[config.mk]
export PLATFORM = sky130hd
export DESIGN_NAME = bcd_counter_display
export DESIGN_NICKNAME = d
export VERILOG_FILES = /design/src/rtl/bcd_counter_display.sv
export SDC_FILE = /design/constraint.sdc
export NUM_CORES = 1
export LEC_CHECK = 0
export BUFFER_PORTS_ARGS = -buffer_cell sky130_fd_sc_hd__buf_2
export CAP_MARGIN = 25
export CORE_ASPECT_RATIO = 0.7
export CORE_UTILIZATION = 60
export CTS_CLUSTER_SIZE = 40
export DETAILED_ROUTE_END_ITERATION = 16
export PLACE_DENSITY = 0.77
export SLEW_MARGIN = 20
export SYNTH_ARGS = -nofsm -noshare
export SYNTH_HDL_FRONTEND = slang
export SYNTH_SLANG_ARGS = --single-unit
[constraint.sdc]
create_clock -name clock -period 8.5 [get_ports clock]
set_input_delay 1.7 -clock clock [delete_from_list [all_inputs] [get_ports clock]]
set_output_delay 1.7 -clock clock [all_outputs]
set_load 0.01 [all_outputs]
[src/rtl/bcd_counter_display.sv]
// Multi-digit BCD up/down counter with a prescaled count tick and a
// time-multiplexed, active-low seven-segment scan driver.
module bcd_counter_display #(
   parameter int unsigned NUM_DIGITS  = 8,
   parameter int unsigned TICK_DIV    = 100_000_000,
   parameter int unsigned REFRESH_DIV = 100_000,
   parameter bit          BLANK_LZ    = 1'b1
) (
   input  logic                      clock,
   input  logic                      reset,
   input  logic                      enable,
   input  logic                      up_down,
   input  logic                      clear,
   output logic [4*NUM_DIGITS-1:0]   count_bcd,
   output logic                      wrap,
   output logic [7:0]                anode_assert,
   output logic [6:0]                segs
);

   localparam int unsigned CNT_W = 4 * NUM_DIGITS;
   localparam int unsigned PRE_W = (TICK_DIV > 1) ? $clog2(TICK_DIV) : 1;
   localparam int unsigned REF_W = (REFRESH_DIV > 1) ? $clog2(REFRESH_DIV) : 1;
   localparam int unsigned IDX_W = 3;

   logic [PRE_W-1:0] pre;
   logic [REF_W-1:0] refresh;
   logic [IDX_W-1:0] idx;
   logic             tick;
   logic [CNT_W-1:0] count_next;
   logic             roll;
   logic             carry;
   logic [3:0]       d;
   logic [3:0]       digit;
   logic             blank;
   logic [6:0]       seg_next;
   logic [7:0]       anode_next;

   assign tick = enable && (pre == PRE_W'(TICK_DIV - 1));

   // Ripple BCD step; carry/borrow out of the top digit is the wrap condition.
   always_comb begin
      count_next = count_bcd;
      carry      = 1'b1;
      d          = 4'd0;
      for (int i = 0; i < NUM_DIGITS; i++) begin
         d = count_bcd[4*i +: 4];
         if (carry) begin
            if (up_down) begin
               if (d == 4'd9) d = 4'd0;
               else begin
                  d     = d + 4'd1;
                  carry = 1'b0;
               end
            end else begin
               if (d == 4'd0) d = 4'd9;
               else begin
                  d     = d - 4'd1;
                  carry = 1'b0;
               end
            end
         end
         count_next[4*i +: 4] = d;
      end
      roll = carry;
   end

   // Prescaler, count and wrap; clear outranks both tick and enable.
   always_ff @(posedge clock or negedge reset) begin
      if (!reset) begin
         pre       <= '0;
         count_bcd <= '0;
         wrap      <= 1'b0;
      end else if (clear) begin
         pre       <= '0;
         count_bcd <= '0;
         wrap      <= 1'b0;
      end else if (tick) begin
         pre       <= '0;
         count_bcd <= count_next;
         wrap      <= roll;
      end else begin
         if (enable) pre <= pre + PRE_W'(1);
         wrap <= 1'b0;
      end
   end

   // Free-running dwell counter advancing the scanned digit index.
   always_ff @(posedge clock or negedge reset) begin
      if (!reset) begin
         refresh <= '0;
         idx     <= '0;
      end else if (refresh == REF_W'(REFRESH_DIV - 1)) begin
         refresh <= '0;
         idx     <= (idx == IDX_W'(NUM_DIGITS - 1)) ? '0 : idx + IDX_W'(1);
      end else begin
         refresh <= refresh + REF_W'(1);
      end
   end

   // Select the scanned digit and decide whether it is a blanked leading zero.
   always_comb begin
      digit = 4'd0;
      blank = (idx != '0);
      for (int i = 0; i < NUM_DIGITS; i++) begin
         if (idx == IDX_W'(i)) digit = count_bcd[4*i +: 4];
         if ((IDX_W'(i) >= idx) && (count_bcd[4*i +: 4] != 4'd0)) blank = 1'b0;
      end
      anode_next = ~(8'd1 << idx);
      case (digit)
         4'd0:    seg_next = 7'h40;
         4'd1:    seg_next = 7'h79;
         4'd2:    seg_next = 7'h24;
         4'd3:    seg_next = 7'h30;
         4'd4:    seg_next = 7'h19;
         4'd5:    seg_next = 7'h12;
         4'd6:    seg_next = 7'h02;
         4'd7:    seg_next = 7'h78;
         4'd8:    seg_next = 7'h00;
         4'd9:    seg_next = 7'h10;
         default: seg_next = 7'h7F;
      endcase
      if (BLANK_LZ && blank) seg_next = 7'h7F;
   end

   // Anode and segments share one register stage so they never disagree.
   always_ff @(posedge clock or negedge reset) begin
      if (!reset) begin
         anode_assert <= 8'hFF;
         segs         <= 7'h7F;
      end else begin
         anode_assert <= anode_next;
         segs         <= seg_next;
      end
   end

endmodule

Word level (Yosys, flattened, before mapping)
Memory sizes are Yosys's and may differ from the RTL's. Cells that the tools add are included.

$add $sub $neg: 19. Muxes and demuxes: 88. Shift-type cells: 1. Reductions and logical operators: 43. Order comparisons: 8. Bitwise logic cells: 1. Eq/ne operators: 17.

Operators by type and width (number): $mux 4 (39); $mux 27 (3); $mux 32 (2); $mux 1 (41); $add 4x1->4 const B (8); $eq 4x4->1 const B (8); $logic_not 4->1 (8); $reduce_bool 4->1 (8); $sub 4x1->4 const B (8); $add 27x1->27 const B (1); $eq 27x27->1 const B (1); $add 17x1->17 const B (1); $eq 17x17->1 const B (1); $mux 17 (1); $reduce_bool 2->1 (8); $reduce_and 2->1 (7); $eq 3x3->1 const B (4); $ge 3x3->1 const A (4); $logic_and 1x1->1 (9); $not 8->8 (1); $shl 1x3->8 const A (1); $mux 7 (1); $eq 3x2->1 const B (2); $ge 1x3->1 const A (2); other kinds (6) (8).

ROM bits: 112. Register bits: 95. Memories kept: 1. Bits of input ports: 5.

Memories: (name not given) (words 16, bits a word 7, read ports 1, clocked after Yosys merged registers in 0, wr ports 0, line 109) `case (digit)`.

Logic depth before layout (Yosys ltp)
Gate-level depths: netlist of the first run.

Word-level depth: 12. Depth in mapped cells: 12.

Worst setup path after synthesis of the first run
OpenSTA, ideal clock, no wires.

Path kind: input to register. Start: input up_down. End: register count_bcd[31]. Buffers on the path: 1. Stages: 7. Setup slack: 4583 ps. Arrival: 3823 ps. Data required time: 8406 ps. Path through: buf_2 > nor3_1 > o21ai_0 > or4_4 > or4_4 > or3_1 > a221oi_2.

Cells in the longest elaborated chain, start to end: 9. Elaborated cells between the ends (all ways): 19. Classes of those cells: mux: 17; reduce/logical: 2.

RTL lines: start, declared (line 12) `input logic up_down,`; $mux 1 (line 48) `if (up_down) begin`; $mux 1 (6 in series) (line 47) `if (carry) begin`; $reduce_bool 2->1 (no source line); $reduce_and 2->1 (no source line); end signal, assigned (line 79) `count_bcd <= count_next;`; end, declared (line 14) `output logic [4*NUM_DIGITS-1:0] count_bcd,`.

Several ways; a longest one is shown, not always the timed one. The select of a mux whose other input is x is not followed. A chain may end at the register's enable or synchronous reset.

Worst setup path after layout of the first run
Ends and elaborated chain as after synthesis.

==> results of run 1 <==
[cells in the final DEF (no fill, tap or decap), drive strengths merged, types with 3 or more instances in the layout]
master | synthesis | layout
or3 | 15 | 15
o21ai | 60 | 60
nand2b | 12 | 12
or2 | 6 | 6
nand3b | 5 | 5
or4 | 6 | 6
inv | 36 | 39
a22oi | 5 | 5
and4 | 4 | 4
mux2i | 8 | 8
xor2 | 18 | 18
a211oi | 8 | 8
nand4 | 17 | 17
nor2 | 72 | 72
ha | 21 | 21
a21oi | 42 | 42
nand3 | 36 | 36
o21bai | 3 | 3
dfstp | 15 | 15
and3 | 12 | 12
dfrtp | 80 | 80
o22ai | 3 | 3
nor4 | 18 | 18
a41oi | 4 | 4
buf | 9 | 57
o31ai | 5 | 5
nand4b | 3 | 3
nor2b | 9 | 9
nor3 | 24 | 24
a21o | 3 | 3
a31oi | 17 | 17
nand2 | 54 | 54
and2 | 4 | 4
clkbuf | 44 | 9
o311ai | 3 | 3
xnor2 | 18 | 18
nor3b | 7 | 7
o211ai | 8 | 8
[power breakdown]
part           leakage (nW)  internal (mW)  switching [mW]
sequential             1.26          0.453        0.000979
combinational          1.49         0.0103          0.0319
clock                 0.137          0.205           0.194
[area by class of cell]
cell class	instances	area share (%)
Sequential cell	95	34.8
Multi-Input combinational cell	572	52.3
Tap cell	128	2.33
Clock inverter	7	0.946
Timing Repair Buffer	57	4.33
Clock buffer	9	3.27
Inverter	36	1.96
[worst max-delay path, stage by stage]
cell and delay (ns):
sky130_fd_sc_hd__buf_2 0.47, sky130_fd_sc_hd__buf_4 0.53, sky130_fd_sc_hd__a31oi_1 0.12, sky130_fd_sc_hd__or3_1 0.39, sky130_fd_sc_hd__or4_4 0.58, sky130_fd_sc_hd__or3_1 0.38, sky130_fd_sc_hd__a221oi_2 0.26
[per-layer routing]
layer / global-route usage, % / up-vias / wire [µm]
li1: - / 2782 / -
met1: 43.0 / 2735 / 7400
met2: 44.2 / 225 / 6870
met3: 6.90 / 19 / 1360
met4: 6.46 / 0 / 144
met5: 0 / - / 0
[state kept, by name, summed over array words and instances, names as in the netlist]
name / cells
wrap: 1
idx: 3
pre: 27
refresh: 17
segs: 7
anode_assert: 8
count_bcd: 32
[cells by family (layout without fill, tap and decap cells)]
| group | Yosys count | after routing | synth area share, % |
|---|---|---|---|
| adder cells (fa/ha/maj) | 21 | 21 | 4.16 |
| AND/OR/NAND/NOR | 315 | 315 | 26.7 |
| flip-flops | 95 | 95 | 37.9 |
| AO/OA/AOI/OAI | 190 | 190 | 19.1 |
| multiplexers | 10 | 10 | 1.62 |
| buffers and inverters | 89 | 109 | 5.52 |
| XOR/XNOR | 36 | 36 | 4.99 |
[how the worst min path moves through the flow]
stage / from / cells past startpoint / slack [ns] / to
2_1_floorplan: pre[23] / 1 / 0.44 / pre[23]
3_3_place_gp: pre[23] / 1 / 0.48 / pre[23]
3_5_place_dp: pre[23] / 1 / 0.48 / pre[23]
4_1_cts: pre[23] / 1 / 0.49 / pre[23]
5_1_grt: pre[23] / 1 / 0.51 / pre[23]
6_report: pre[23] / 1 / 0.49 / pre[23]
[metrics by stage]
stage               hold WS, ns  total power [mW]  util, %  instance area, µm²
floorplan                 0.443             0.486        -                6320
global placement          0.475             0.502     66.0                6570
detailed placement        0.479             0.504     66.1                6570
CTS                       0.485             0.901     69.0                6860
global route              0.506             0.922     69.2                6880
finish                    0.485             0.895     69.2                6880
==> run metrics, run 1 <==
result of the run=finished clean; final-report max-slew violation count=0; top cell type's share of synthesized area=31.7%; Critical path origin=up_down; min Tclk post-route=4.19 ns; Root Buffer=sky130_fd_sc_hd__clkbuf_16; filler cell count=839; # nets final=797; syn_area_per_cell=8.36 µm²; setup skew after layout=0.0106 ns; Die Height=87.9 µm; Resized cells post-CTS=0; Hold WC Path Type=register to register; final number of setup-violating endpoints=0; critical path launch point type=input port; library cell with the largest summed area after synthesis=sky130_fd_sc_hd__dfrtp_1; full die area=0.0110 mm²; number of sinks handled by clock tree synthesis=95; starting density of the core=63.6%; critical path peak fanout=51; ratio of total power to cell area=130 mW/mm²; Final Worst Setup Slack=4.31 ns; count of flip-flops with a built-in enable after synthesis=0; RSZ-0062 raised after global routing=no; critical path capture point type=register; Warnings, synthesis=0; final weighted congestion in routability-driven placement=0.861; synthesized netlist cell count=756; count of final hold-check violations=0; count of hold-fix buffers inserted at cts=0; proportion of synthesized chip area in sequential cells=37.9%; clock slew seen by the registers of the worst setup and hold paths=0.08 ns; overall global routing resource usage=29.4%; transition time of the tightest slew-check pin=0.904 ns; first-pass GRT wire length=25,800 µm; Max Fclk=238 MHz; vias in the first global route=5,105; worst-case headroom to the max-slew limit=39.2%; area of the multi-input gates=0.00360 mm²; synthesized net count=782; FFs w/ async S/R, synth=100%; non-filler instance count after layout=904; total via count in the routed design=5,761; final routed wirelength across all metal layers=15,800 µm; sum of negative setup slack=0 ns; leading cell type by number of instances after synthesis=sky130_fd_sc_hd__dfrtp_1; DR vias/cell=6.37; count of unique library cells instantiated by Yosys=75; clock network latency to the later pin of the worst-skew pair=0.36 ns; VDD IR max=0.103 mV; cts bufs inserted=9; number of primary I/O pins=53; Post-CTS Setup Repair Bufs=0; area growth from synthesis to layout=8.83%; DRC=0; synthesized area=0.00632 mm²; Leakage=2.89 nW; timing endpoint of the critical path=count_bcd[31]; antenna diode instance count=0; Die X-Extent=125 µm; Crit Path Class=input port to register; Crit path arrival time=4.46 ns; maximum number of pins on one net before global-route repair=56; remaining global-route overflow=0; number of flip-flops and latches in the synthesized netlist=95; number of placed cells counting well taps=888; Pre-antenna DRT Iters=5; number of nets still failing antenna checks after routing=0; commonest cells in the synthesized netlist=80 x sky130_fd_sc_hd__dfrtp_1, 72 x sky130_fd_sc_hd__nor2_1, 58 x sky130_fd_sc_hd__o21ai_0, 54 x sky130_fd_sc_hd__nand2_1, 44 x sky130_fd_sc_hd__clkbuf_1; Port-buffer cells=52; Row Count=30; routed wirelength normalized by instance count=17.4 µm; Initial DRC Count=670; Primary FF master, synth=sky130_fd_sc_hd__dfrtp_1; part of the cycle the worst path needs=49.3%; antenna violations before repair=0; number of levels the H-tree was split into=3; core area=0.00995 mm²; fraction of final layout cells sized beyond drive strength 1=14.4%; largest buffer count on any clock path=2; path depth of the worst reg2reg path=9; CP Data Required Time=8.77 ns; cell types occupying the most area after synthesis=sky130_fd_sc_hd__dfrtp_1 32%, sky130_fd_sc_hd__dfstp_2 6.2%, sky130_fd_sc_hd__o21ai_0 4.6%; clock tree from TritonCTS=yes; Post-DP HPWL=11,100 µm; max cap viols=0; beginning of the worst register-to-register path=idx[0]; Reg-to-Reg End=segs[3]; placement-stage worst setup slack=3.99 ns; Sequential Area=0.00240 mm²; reg-to-reg slack, setup=5.16 ns
Note: power is estimated with default switching activity, not from simulation.
==> run 2: changes to the inputs <==
--- a/config.mk
+++ b/config.mk
@@ -8,10 +8,10 @@
 export BUFFER_PORTS_ARGS = -buffer_cell sky130_fd_sc_hd__buf_2
 export CAP_MARGIN = 25
 export CORE_ASPECT_RATIO = 0.7
-export CORE_UTILIZATION = 60
+export CORE_UTILIZATION = 55
 export CTS_CLUSTER_SIZE = 40
 export DETAILED_ROUTE_END_ITERATION = 16
-export PLACE_DENSITY = 0.77
+export PLACE_DENSITY = 0.74
 export SLEW_MARGIN = 20
 export SYNTH_ARGS = -nofsm -noshare
 export SYNTH_HDL_FRONTEND = slang
==> constraint.sdc (replaced) <==
create_clock -name clock -period 3.5 [get_ports clock]
set_input_delay 0.7 -clock clock [delete_from_list [all_inputs] [get_ports clock]]
set_output_delay 0.7 -clock clock [all_outputs]
set_load 0.01 [all_outputs]
==> run 2 against run 1 <==
Power grew to 2.5 times the previous value; hold slack worse by 0.14 ns; clock-buffer cell count stayed put; sequential power up 140%; cell count grew 4.3%; clock power rose to 2.6 times the previous value; non-clock buffer count up 14.
==> run metrics, run 2 (same netlist as run 1, synthesis figures left out) <==
core area=0.0111 mm²; overall global routing resource usage=28.9%; commonest non-fill, non-tap cell in the layout=sky130_fd_sc_hd__dfrtp_1; Post-DP HPWL=11,500 µm; P_int=1.70 mW; Resized cells post-CTS=0; result of the run=finished clean; Leakage=2.97 nW; number of nets still failing antenna checks after routing=0; clock network latency to the later pin of the worst-skew pair=0.35 ns; antenna violations before repair=0; sum of negative setup slack=0 ns; setup skew after layout=0.00875 ns; RSZ-0062 raised after global routing=no; final weighted congestion in routability-driven placement=0.873; number of primary I/O pins=53; reg-to-reg slack, setup=0.37 ns; Largest Register=count_bcd; total via count in the routed design=6,006; Crit path arrival time=3.40 ns; clock network power share=46.3%; vias in the first global route=5,424; final-report max-slew violation count=0; Regs by FF count=count_bcd (32), pre (27), refresh (17); Critical path origin=idx[0]; fraction of final layout cells sized beyond drive strength 1=15.6%; ratio of total power to cell area=321 mW/mm²; max cap viols=0; Die Height=91.7 µm; count of final hold-check violations=0; critical path capture point type=register; Post-CTS Setup Repair Bufs=0; logic gate share of total power=4.9%; Port-buffer cells=52; remaining global-route overflow=0; largest buffer count on any clock path=2; area of the multi-input gates=0.00358 mm²; final routed wirelength across all metal layers=16,400 µm; critical path peak fanout=18; Sequential Area=0.00240 mm²; Post-Route Utilization=63.4%; DR vias/cell=6.37; Initial DRC Count=615; Hold WC Path Type=input port to async pin; antenna diode instance count=0; clock tree from TritonCTS=yes; min Tclk post-route=3.13 ns; clock slew seen by the registers of the worst setup and hold paths=0.07 ns; starting density of the core=57.0%; Pre-antenna DRT Iters=6; full die area=0.0119 mm²; transition time of the tightest slew-check pin=0.626 ns; sequential share of power=48.8%; Root Buffer=sky130_fd_sc_hd__clkbuf_16; VDD IR max=0.221 mV; DRC=0; # nets final=811; area growth from synthesis to layout=11.3%; beginning of the worst register-to-register path=idx[0]; maximum number of pins on one net before global-route repair=52; worst-case headroom to the max-slew limit=58.2%; switching portion of total power=24.8%; power dissipated by switching net loads=0.560 mW; final number of setup-violating endpoints=0; Row Count=32; cts bufs inserted=9; max FFs per register=32; CP Data Required Time=3.77 ns; filler cell count=922; critical path launch point type=register; part of the cycle the worst path needs=89.4%; commonest non-fill, non-tap cells in the layout=80 x sky130_fd_sc_hd__dfrtp_1, 72 x sky130_fd_sc_hd__nor2_1, 58 x sky130_fd_sc_hd__o21ai_0, 54 x sky130_fd_sc_hd__nand2_1, 51 x sky130_fd_sc_hd__buf_2; number of levels the H-tree was split into=3; number of sinks handled by clock tree synthesis=95; first-pass GRT wire length=27,200 µm; Die X-Extent=130 µm; Max Fclk=320 MHz; Crit Path Class=register to register; routed wirelength normalized by instance count=17.3 µm; total power=2.26 mW; count of hold-fix buffers inserted at cts=0
run 2: path summary, 6_finish.rpt:
kind | cells after the start | end
max in group asynchronous | 2 | anode_assert[3]
worst min-delay path | 1 | count_bcd[28]
min in group clock | 1 | refresh[14]
worst max register to register | 8 | segs[3]
worst min register to register | 1 | refresh[14]
worst max-delay path | 8 | segs[3]
run 2: metrics by stage:
step                      setup slack (ns)  instances  cell area, µm²  hold slack [ns]
after floorplan                      0.583        756            6320            0.404
after global placement               0.468        927            6720            0.474
after detailed placement             0.294        927            6720            0.485
after CTS                            0.445        943            7040            0.365
after global routing                 0.165        943            7040            0.391
final                                0.372        943            7040            0.341
run 2: layer usage:
metal / routed length [µm] / part of all wire (%) / GRT usage [%] / up-vias
met2: 7380 / 45 / 42.6 / 270
met5: 0 / 0 / 0 / -
met3: 1280 / 7.8 / 5.43 / 29
li1: - / - / - / 2799
met4: 225 / 1.4 / 8.04 / 0
met1: 7470 / 46 / 43.0 / 2908
run 2: power groups by stage:
stage          combinational [mW]  sequential, mW  clock, mW
2_1_floorplan              0.0589            1.12          0
6_report                    0.111            1.10       1.05
5_1_grt                     0.125            1.10       1.10
3_3_place_gp                0.106            1.12          0
3_5_place_dp                0.110            1.12          0
4_1_cts                     0.111            1.10       1.07
run 2: area by class of cell:
class	instances	area share, %
Inverter	36	1.92
Sequential cell	95	34.1
Timing Repair Buffer	71	5.94
Clock buffer	9	3.20
Tap cell	153	2.72
Multi-Input combinational cell	572	50.9
Clock inverter	7	1.24
run 2: worst max-delay path, stage by stage (launching register included):
cell and delay (ns):
sky130_fd_sc_hd__dfrtp_1 0.67, sky130_fd_sc_hd__inv_1 0.18, sky130_fd_sc_hd__ha_1 0.42, sky130_fd_sc_hd__nor3b_1 0.47
sky130_fd_sc_hd__a22oi_1 0.13, sky130_fd_sc_hd__and4_1 0.25, sky130_fd_sc_hd__o21ai_1 0.43, sky130_fd_sc_hd__nor4_1 0.10
sky130_fd_sc_hd__or4_1 0.41
==> run 3: changes to the inputs <==
--- a/config.mk
+++ b/config.mk
@@ -5,6 +5,7 @@
 export SDC_FILE = /design/constraint.sdc
 export NUM_CORES = 1
 export LEC_CHECK = 0
+export ABC_AREA = 1
 export BUFFER_PORTS_ARGS = -buffer_cell sky130_fd_sc_hd__buf_2
 export CAP_MARGIN = 25
 export CORE_ASPECT_RATIO = 0.7
==> run 3 against run 2 <==
Cell area down 1.5%; largest power group unchanged; utilization fell by 0.53 points; critical path type unchanged; cell count is 12% higher.
==> run metrics, run 3 <==
Largest Register=count_bcd; routed wirelength normalized by instance count=15.0 µm; clock tree from TritonCTS=yes; commonest cells in the synthesized netlist=179 x sky130_fd_sc_hd__nand2_1, 113 x sky130_fd_sc_hd__inv_1, 80 x sky130_fd_sc_hd__dfrtp_1, 73 x sky130_fd_sc_hd__nand3_1, 68 x sky130_fd_sc_hd__o21ai_0; final-report max-slew violation count=0; final number of setup-violating endpoints=0; worst-case headroom to the max-slew limit=61.0%; proportion of synthesized chip area in sequential cells=38.6%; area growth from synthesis to layout=11.7%; synthesized netlist cell count=844; Post-CTS Setup Repair Bufs=0; vias in the first global route=5,496; core area=0.0110 mm²; leading cell type by number of instances after synthesis=sky130_fd_sc_hd__nand2_1; DR vias/cell=5.73; combined buffer and inverter count along the critical path=4; full die area=0.0117 mm²; number of primary I/O pins=53; first-pass GRT wire length=26,700 µm; CP Data Required Time=3.79 ns; Reg-to-Reg End=segs[3]; beginning of the worst register-to-register path=idx[0]; antenna violations before repair=0; Warnings, synthesis=0; logic gate share of total power=18.1%; number of levels the H-tree was split into=3; starting density of the core=56.3%; largest buffer count on any clock path=2; non-filler instance count after layout=1,056; FFs w/ async S/R, synth=100%; Port-buffer cells=52; number of sinks handled by clock tree synthesis=95; Post-DP HPWL=11,700 µm; P_int=1.80 mW; max FFs per register=32; max cap viols=0; path depth of the worst reg2reg path=16; overall global routing resource usage=28.9%; Row Count=32; setup skew after layout=0.0103 ns; number of placed cells counting well taps=1,039; power dissipated by switching net loads=0.846 mW; number of nets still failing antenna checks after routing=0; cell types occupying the most area after synthesis=sky130_fd_sc_hd__dfrtp_1 32%, sky130_fd_sc_hd__nand2_1 11%, sky130_fd_sc_hd__inv_1 6.8%; critical path launch point type=register; reg-to-reg slack, setup=0.78 ns; most prevalent standard cell on the critical path=sky130_fd_sc_hd__nand2_1; sum of negative setup slack=0 ns; syn_area_per_cell=7.35 µm²; number of flip-flops and latches in the synthesized netlist=95; count of flip-flops with a built-in enable after synthesis=0; count of hold-fix buffers inserted at cts=0; fraction of final layout cells sized beyond drive strength 1=16.3%; DRC=0; clock network latency to the later pin of the worst-skew pair=0.35 ns; count of unique library cells instantiated by Yosys=51; switching portion of total power=32.0%; total via count in the routed design=6,047; Max Fclk=367 MHz; Crit Path Class=register to register; part of the cycle the worst path needs=77.8%; slowest stage cell, crit path=sky130_fd_sc_hd__dfrtp_1; Regs by FF count=count_bcd (32), pre (27), refresh (17); synthesized area=0.00620 mm²; Pre-antenna DRT Iters=5; cell family with most CP delay=simple AND/OR/NAND/NOR gates; Resized cells post-CTS=0; commonest non-fill, non-tap cells in the layout=179 x sky130_fd_sc_hd__nand2_1, 113 x sky130_fd_sc_hd__inv_1, 80 x sky130_fd_sc_hd__dfrtp_1, 73 x sky130_fd_sc_hd__nand3_1, 68 x sky130_fd_sc_hd__o21ai_0; final routed wirelength across all metal layers=15,900 µm; library cell with the largest summed area after synthesis=sky130_fd_sc_hd__dfrtp_1; VDD IR max=0.250 mV; Die X-Extent=129 µm; Initial DRC Count=527; transition time of the tightest slew-check pin=0.579 ns; clock slew seen by the registers of the worst setup and hold paths=0.07 ns; RSZ-0062 raised after global routing=no; ordered cell list for the critical path=inv_1 > ha_1 > nand2_1 > inv_1 > a21oi_1 > nand3_1 > nand2_1 > nand2_2 > nand2_4 > inv_1 > ha_1 > inv_1 > nand2_1 > nand2_1 > nand2_1 > nand2_1; antenna diode instance count=0; cts bufs inserted=9; Hold WC Path Type=input port to async pin; commonest non-fill, non-tap cell in the layout=sky130_fd_sc_hd__nand2_1; critical path capture point type=register; Crit path arrival time=3.01 ns; # nets final=924; Primary FF master, synth=sky130_fd_sc_hd__dfrtp_1; Root Buffer=sky130_fd_sc_hd__clkbuf_16; Critical path origin=idx[0]; delay of the slowest cell on the worst path=0.57 ns; clock network power share=35.7%; result of the run=finished clean; top cell type's share of synthesized area=32.3%; count of final hold-check violations=0; ratio of total power to cell area=382 mW/mm²; Leakage=3.41 nW; final weighted congestion in routability-driven placement=0.907; synthesized net count=870; sequential share of power=46.2%; min Tclk post-route=2.72 ns; Die Height=90.9 µm; remaining global-route overflow=0; logic depth of the worst path, buffers included=16; critical path peak fanout=10; maximum number of pins on one net before global-route repair=77; timing endpoint of the critical path=segs[3]
[run 3: cell types whose count changed after synthesis, moves of 12 or more]
cell / change
sky130_fd_sc_hd__nand2_1: +125
sky130_fd_sc_hd__or3_1: -15
sky130_fd_sc_hd__xnor2_1: -14
sky130_fd_sc_hd__nand3_1: +38
sky130_fd_sc_hd__inv_2: +13
sky130_fd_sc_hd__a31oi_1: -12
sky130_fd_sc_hd__nand2b_1: -12
sky130_fd_sc_hd__inv_1: +78
sky130_fd_sc_hd__o21ai_1: +14
sky130_fd_sc_hd__nand2_2: +13
sky130_fd_sc_hd__clkbuf_1: -37
[run 3: worst min-delay path by stage]
stage                     startpoint      endpoint  slack (ns)  cells after the start
after floorplan                reset  count_bcd[0]        0.40                      0
after global placement    refresh[0]    refresh[0]        0.45                      1
after detailed placement  refresh[0]    refresh[0]        0.48                      1
after CTS                 refresh[0]    refresh[0]        0.49                      1
after global routing           reset       pre[16]        0.23                      1
final                          reset       pre[16]        0.22                      1
[run 3: layout make-up]
cell class | instances | area [µm²]
repair buffers | 60 | 343
flip-flops and latches | 95 | 2400
multi-input cells | 603 | 3230
fillers | 956 | 4080
inverters | 129 | 487
clock inverters | 5 | 43.8
well taps | 153 | 191
clock buffers | 11 | 233
[run 3: cells by family after synthesis]
| logic type | after synthesis | synth area share, % |
|---|---|---|
| DFF | 95 | 38.6 |
| adders and majority gates | 21 | 4.24 |
| muxes | 1 | 0.161 |
| and+or+nand+nor | 393 | 29.5 |
| xor gates and xnor gates | 19 | 2.68 |
| AOI/OAI and AO/OA | 169 | 15.5 |
| buffers and inverters | 146 | 9.26 |
[run 3: power groups by stage]
stage               Combinational [mW]  Clock, mW  Sequential (mW)
global placement                 0.445          0             1.24
finish                           0.480      0.945             1.22
global route                     0.536       1.01             1.23
detailed placement               0.464          0             1.24
CTS                              0.470      0.953             1.22
floorplan                        0.297          0             1.24
[run 3: routing by layer]
metal	share of wire, %	up-vias	routed length [µm]	GRT usage (%)
met5	0	-	0	0
met4	1.3	0	212	8.43
met3	7.6	25	1210	5.98
met2	44	272	7030	42.7
met1	47	2845	7420	42.4
li1	-	2905	-	-
[run 3: through the flow]
stage	area, µm²	setup slack (ns)	power [mW]	hold slack, ns	util [%]
floorplan	6200	1.29	1.54	0.404	-
global placement	6620	0.936	1.68	0.450	60.1
detailed placement	6620	0.854	1.71	0.479	60.1
CTS	6900	0.845	2.64	0.488	62.7
global route	6930	0.582	2.77	0.232	62.9
finish	6930	0.778	2.65	0.222	62.9
